File: src/rtl/osc_meas_scheduler.sv
// Round-robin scheduler sharing one gated timer counter among NCH
// oscillator-measurement requesters. Per measurement: grant a channel,
// clear the counter, open the gate for wlen REF_CLK cycles, wait SETTLE
// cycles for the SYSCLK-side count to settle, then report completion.
// Counter controls and DONE are registered from the current state, so they
// appear one cycle after the state is entered; an abort overrides them on
// the abort edge itself so the gate closes immediately.
module osc_meas_scheduler #(
  parameter int NCH    = 4,
  parameter int CH_W   = 2,
  parameter int SETTLE = 3
) (
  input  logic            REF_CLK,
  input  logic            OPB_RST,
  input  logic [NCH-1:0]  REQ,
  input  logic [15:0]     WINDOW,
  input  logic            ABORT,
  output logic [NCH-1:0]  GNT,
  output logic [CH_W-1:0] CH_SEL,
  output logic            CNT_CLR,
  output logic            CNT_GATE,
  output logic            BUSY,
  output logic            DONE,
  output logic [CH_W-1:0] DONE_CH,
  output logic            ABORTED
);

  typedef enum logic [2:0] {
    S_IDLE   = 3'd0,
    S_CLEAR  = 3'd1,
    S_GATE   = 3'd2,
    S_SETTLE = 3'd3,
    S_REPORT = 3'd4
  } state_t;

  localparam logic [CH_W-1:0] CH_LAST = CH_W'(NCH - 1);
  localparam logic [CH_W:0]   NCH_L   = (CH_W + 1)'(NCH);
  localparam logic [15:0]     SETTLE_L = 16'(SETTLE);

  state_t          state_q, state_d;
  logic [CH_W-1:0] ptr_q, ptr_d;
  logic [15:0]     wlen_q, wlen_d;
  logic [15:0]     cnt_q, cnt_d;
  logic [NCH-1:0]  gnt_q, gnt_d;
  logic [CH_W-1:0] ch_q, ch_d;
  logic            clr_q, clr_d;
  logic            gate_q, gate_d;
  logic            busy_q, busy_d;
  logic            done_q, done_d;
  logic [CH_W-1:0] done_ch_q, done_ch_d;
  logic            aborted_q, aborted_d;

  logic            pick_vld_s;
  logic [CH_W-1:0] pick_ch_s;
  logic [CH_W:0]   idx_s;
  logic            abort_hit_s;

  // Channel following c, wrapping after the last requester.
  function automatic logic [CH_W-1:0] next_ch(input logic [CH_W-1:0] c);
    if (c == CH_LAST) begin
      return {CH_W{1'b0}};
    end else begin
      return c + {{(CH_W-1){1'b0}}, 1'b1};
    end
  endfunction

  // Round-robin search: first requesting channel at or above the pointer, modulo NCH.
  always_comb begin
    pick_vld_s = 1'b0;
    pick_ch_s  = {CH_W{1'b0}};
    idx_s      = {(CH_W+1){1'b0}};
    for (int i = 0; i < NCH; i++) begin
      idx_s = {1'b0, ptr_q} + i[CH_W:0];
      if (idx_s >= NCH_L) begin
        idx_s = idx_s - NCH_L;
      end else begin
        idx_s = idx_s;
      end
      if (!pick_vld_s && REQ[idx_s[CH_W-1:0]]) begin
        pick_vld_s = 1'b1;
        pick_ch_s  = idx_s[CH_W-1:0];
      end else begin
        pick_vld_s = pick_vld_s;
      end
    end
  end

  assign abort_hit_s = ABORT && ((state_q == S_CLEAR) || (state_q == S_GATE) ||
                                 (state_q == S_SETTLE));

  // Next-state and next-output decode; abort takes priority over normal sequencing.
  always_comb begin
    state_d   = state_q;
    ptr_d     = ptr_q;
    wlen_d    = wlen_q;
    cnt_d     = cnt_q;
    gnt_d     = gnt_q;
    ch_d      = ch_q;
    clr_d     = 1'b0;
    gate_d    = 1'b0;
    busy_d    = busy_q;
    done_d    = 1'b0;
    done_ch_d = done_ch_q;
    aborted_d = 1'b0;
    if (abort_hit_s) begin
      state_d   = S_IDLE;
      gnt_d     = {NCH{1'b0}};
      busy_d    = 1'b0;
      aborted_d = 1'b1;
      ptr_d     = next_ch(ch_q);
    end else begin
      case (state_q)
        S_IDLE: begin
          if (pick_vld_s) begin
            state_d = S_CLEAR;
            ch_d    = pick_ch_s;
            gnt_d   = {{(NCH-1){1'b0}}, 1'b1} << pick_ch_s;
            busy_d  = 1'b1;
            wlen_d  = (WINDOW == 16'd0) ? 16'd1 : WINDOW;
          end else begin
            state_d = S_IDLE;
          end
        end
        S_CLEAR: begin
          clr_d   = 1'b1;
          cnt_d   = wlen_q;
          state_d = S_GATE;
        end
        S_GATE: begin
          gate_d = 1'b1;
          if (cnt_q == 16'd1) begin
            state_d = S_SETTLE;
            cnt_d   = SETTLE_L;
          end else begin
            cnt_d = cnt_q - 16'd1;
          end
        end
        S_SETTLE: begin
          if (cnt_q == 16'd1) begin
            state_d = S_REPORT;
          end else begin
            cnt_d = cnt_q - 16'd1;
          end
        end
        S_REPORT: begin
          done_d    = 1'b1;
          done_ch_d = ch_q;
          ptr_d     = next_ch(ch_q);
          gnt_d     = {NCH{1'b0}};
          busy_d    = 1'b0;
          state_d   = S_IDLE;
        end
        default: begin
          state_d = S_IDLE;
          gnt_d   = {NCH{1'b0}};
          busy_d  = 1'b0;
        end
      endcase
    end
  end

  // State and output registers; reset clears everything asynchronously.
  always_ff @(posedge REF_CLK or posedge OPB_RST) begin
    if (OPB_RST) begin
      state_q   <= S_IDLE;
      ptr_q     <= {CH_W{1'b0}};
      wlen_q    <= 16'd1;
      cnt_q     <= 16'd0;
      gnt_q     <= {NCH{1'b0}};
      ch_q      <= {CH_W{1'b0}};
      clr_q     <= 1'b0;
      gate_q    <= 1'b0;
      busy_q    <= 1'b0;
      done_q    <= 1'b0;
      done_ch_q <= {CH_W{1'b0}};
      aborted_q <= 1'b0;
    end else begin
      state_q   <= state_d;
      ptr_q     <= ptr_d;
      wlen_q    <= wlen_d;
      cnt_q     <= cnt_d;
      gnt_q     <= gnt_d;
      ch_q      <= ch_d;
      clr_q     <= clr_d;
      gate_q    <= gate_d;
      busy_q    <= busy_d;
      done_q    <= done_d;
      done_ch_q <= done_ch_d;
      aborted_q <= aborted_d;
    end
  end

  assign GNT      = gnt_q;
  assign CH_SEL   = ch_q;
  assign CNT_CLR  = clr_q;
  assign CNT_GATE = gate_q;
  assign BUSY     = busy_q;
  assign DONE     = done_q;
  assign DONE_CH  = done_ch_q;
  assign ABORTED  = aborted_q;

endmodule

File: config.mk
export PLATFORM = sky130hd
export DESIGN_NAME = osc_meas_scheduler
export DESIGN_NICKNAME = d
export VERILOG_FILES = /design/src/rtl/osc_meas_scheduler.sv
export SDC_FILE = /design/constraint.sdc
export NUM_CORES = 1
export LEC_CHECK = 0
export BUFFER_PORTS_ARGS = -buffer_cell sky130_fd_sc_hd__buf_2
export CAP_MARGIN = 20
export CORE_MARGIN = 2
export CORE_UTILIZATION = 61
export CTS_CLUSTER_DIAMETER = 150
export CTS_CLUSTER_SIZE = 30
export DETAILED_ROUTE_END_ITERATION = 6
export PLACE_DENSITY = 0.83
export RECOVER_POWER = 50
export SLEW_MARGIN = 10
export SYNTH_ARGS = -nofsm -noshare
export SYNTH_HDL_FRONTEND = slang
export SYNTH_SLANG_ARGS = --single-unit
File: constraint.sdc
create_clock -name REF_CLK -period 4.52 [get_ports REF_CLK]
set_clock_uncertainty 0.15 [all_clocks]
set_input_delay 0.452 -clock REF_CLK [delete_from_list [all_inputs] [get_ports REF_CLK]]
set_output_delay 0.452 -clock REF_CLK [all_outputs]
set_load 0.05 [all_outputs]
==> qor.csv <==
metric;value;unit
critical path class;reg2reg;
sequential fraction of design power;43.4;%
net switching power;0.000822;W
Initial Util;63.6;%
cts hold-fix bufs;0;
Post-synth EDFFs;0;
post-route cell area;2800;sq um
Switching Share;42.8;%
H-tree Lvls;2;
Total GRT Usage;26.5;%
Syn Area/Cell;10.2;sq um
CTS tree;done;
final count of negative-setup-slack endpoints;0;
Pint;0.00110;W
Worst-Skew Late Latency;0.29;ns
Gate power share;43.9;%
DP HPWL;3740;microns
critical path cell sequence;nor4_1, nand4_1, o31ai_4, o21ai_0, a22o_2;
Routed wire per std cell;16.3;microns
Slowest cell on crit path;o31ai_4;
setup bufs post-CTS;0;
Final ANT Viol Nets;0;
RSZ-0062 raised after global routing;false;
vias per cell;6.19;
initial antenna violation count;0;
total core area;4000;sq um
largest net degree at the start of global routing;51;
flop-to-flop setup slack;1.80;ns
Data arrival, critical path;2.76;ns
most frequent cells after synthesis;49 x dfrtp_1, 25 x nand2_1, 22 x nor2_1;
relative slew slack;-1.00;%
Max IR drop VDD;0.495;mV
min-delay worst type;in2async;
nets@finish;305;
area grow syn2layout;10.2;%
final hold viol count;0;
Clk pwr share;12.7;%
TritonCTS buffer count;5;
top-count cell post-synth;dfrtp_1;
I/O Pins;36;
Synthesis Warnings;0;
Pleak;1.25;nW
residual DRC count;0;
GP Congestion;0.886;
Fillers;292;
Tot Pwr;0.00192;W
grt total ovfl;0;
I/O Buffers;35;
Multi-input gate area;1190;sq um
Die W;68.6;microns
Syn Nets;275;
Worst-Margin Slew;1.52;ns
Mapped Cells;249;
post-synth top area cell;dfrtp_1;
CTS clk-pin slew, worst paths;0.09;ns
Die Y;68.6;microns
# resized after CTS;0;
layout cells sized above 1;24.3;%
vias in the first global route;1881;
first-pass GRT wire length;9150;microns
synth top area cells;dfrtp_1 48%, mux2_2 8.0%, a22o_1 4.5%;
Worst Setup End Kind;flip-flop;
Post-DP Area;2710;sq um
# rows;23;
FF+latch count, synth;50;
top cell type's share of synthesized area;48.2;%
Storage cell area;1250;sq um
Clk Tree Root Cell;clkbuf_8;
Maximum Capacitance Violations;1;
sequential fraction of the synthesis area;49.2;%
drt total wl;5370;microns
Post-Syn Area;2540;sq um
synth unique cells;50;
power density over the cells;685;nW/um^2
TritonRoute pass-1 iters;6;
predominant post-synthesis flop cell;dfrtp_1;
worst path required time;4.56;ns
run status;finished, violations left;
Setup TNS;0;ns
Clock Path Buffers;2;
failing checks;capacitance limit, slew limit;
Num Clock Sinks;50;
Worst Path Max Fanout;19;
f_max;368;MHz
CP peak stage delay;0.67;ns
async set-or-reset flop fraction in the synthesized netlist;100;%
via count;2044;
drt initial violations;172;
CP Launch Type;flip-flop;
post-layout min period;2.72;ns
ant diodes;0;
die area;4700;sq um
final worst-path cycle share;60.1;%
fin. max-slew vios;29;
## metrics by stage
step	cells	hold slack, ns	setup WS [ns]	util, %
2_1_floorplan	249	0.308	2.27	-
3_3_place_gp	320	0.309	1.79	67.8
3_5_place_dp	320	0.317	1.73	67.8
4_1_cts	328	0.208	1.71	69.8
5_1_grt	330	0.222	1.63	70.1
6_report	330	0.163	1.80	70.1
## path summary, 6_finish.rpt
| path | startpoint | endpoint | cells past startpoint |
|---|---|---|---|
| setup / recovery | cnt_q[6]$_DFFE_PP0P_ | cnt_q[6]$_DFFE_PP0P_ | 5 |
| hold / removal | OPB_RST | wlen_q[4]$_DFFE_PP0P_ | 2 |
| setup reg to reg | cnt_q[6]$_DFFE_PP0P_ | cnt_q[6]$_DFFE_PP0P_ | 5 |
| hold reg to reg | BUSY$_DFFE_PP0P_ | BUSY$_DFFE_PP0P_ | 2 |
| max in group asynchronous | OPB_RST | ABORTED$_DFF_PP0_ | 3 |
| min in group REF_CLK | ABORT | state_q[2]$_DFFE_PP0P_ | 2 |
## worst max-delay path, delay by kind of cell (launching register included)
kind,cells,cell delay (ns)
simple gates,2,0.83
compound gates,3,1.16
flops,1,0.47
## logic make-up (layout without fill, tap and decap cells)
family / count (synthesis) / in the layout / synth area share [%]
buffers and inverters: 22 / 53 / 4.28
AOI/OAI and AO/OA: 67 / 67 / 19.0
DFF: 50 / 50 / 49.2
adders and majority gates: 3 / 3 / 1.48
muxes: 19 / 19 / 8.36
and+or+nand+nor: 88 / 88 / 17.7
## placed cells by master (no fill, tap or decap), types with 2 or more instances in the layout
cell      Yosys  routed
dfrtp_1      49      49
nand2b_1      3       3
o31ai_1      11      11
clkbuf_1      7       5
buf_2         3      32
or2_2         2       2
nand2_1      25      25
clkbuf_8      0       5
o21ai_0      21      21
ha_1          3       3
o22a_1        2       2
clkinv_2      0       2
nor2_1       22      22
nor3b_1       3       3
nor2b_1       3       3
inv_1         8       8
a21oi_1       5       5
a22o_1       13      13
nor3_1       10      10
mux2_2       18      18
nor4_1        6       6
or4_1         2       2
## cell type report
type                            count  area share (%)
Clock buffer                        6            2.59
Timing Repair Buffer               37            6.65
Sequential cell                    50            44.7
Clock inverter                      2           0.357
Tap cell                           50            2.23
Inverter                            8            1.07
Multi-Input combinational cell    177            42.4
## state kept, by name (all words and copies together) (netlist names)
signal and cells:
state_q 3, cnt_q 16, CNT_CLR 1, CH_SEL 2
CNT_GATE 1, BUSY 1, ABORTED 1, wlen_q 16
ptr_q 2, DONE 1, GNT 4, DONE_CH 2
## metal layers
| layer | vias up | track usage, % | wire length [microns] |
|---|---|---|---|
| met4 | 0 | 7.50 | 26 |
| met3 | 2 | 4.71 | 304 |
| met5 | - | 0 | 0 |
| met1 | 999 | 41.7 | 2560 |
| met2 | 63 | 37.3 | 2480 |
| li1 | 980 | - | - |
## power groups by stage
stage          Clock [W]  Sequential (W)  Combinational [W]
6_report        0.000243        0.000834           0.000843
4_1_cts         0.000250        0.000828           0.000836
3_3_place_gp           0        0.000824           0.000815
2_1_floorplan          0        0.000894           0.000581
3_5_place_dp           0        0.000833           0.000829
5_1_grt         0.000267        0.000864           0.000936
No activity file was read; power rests on OpenSTA's default activity.
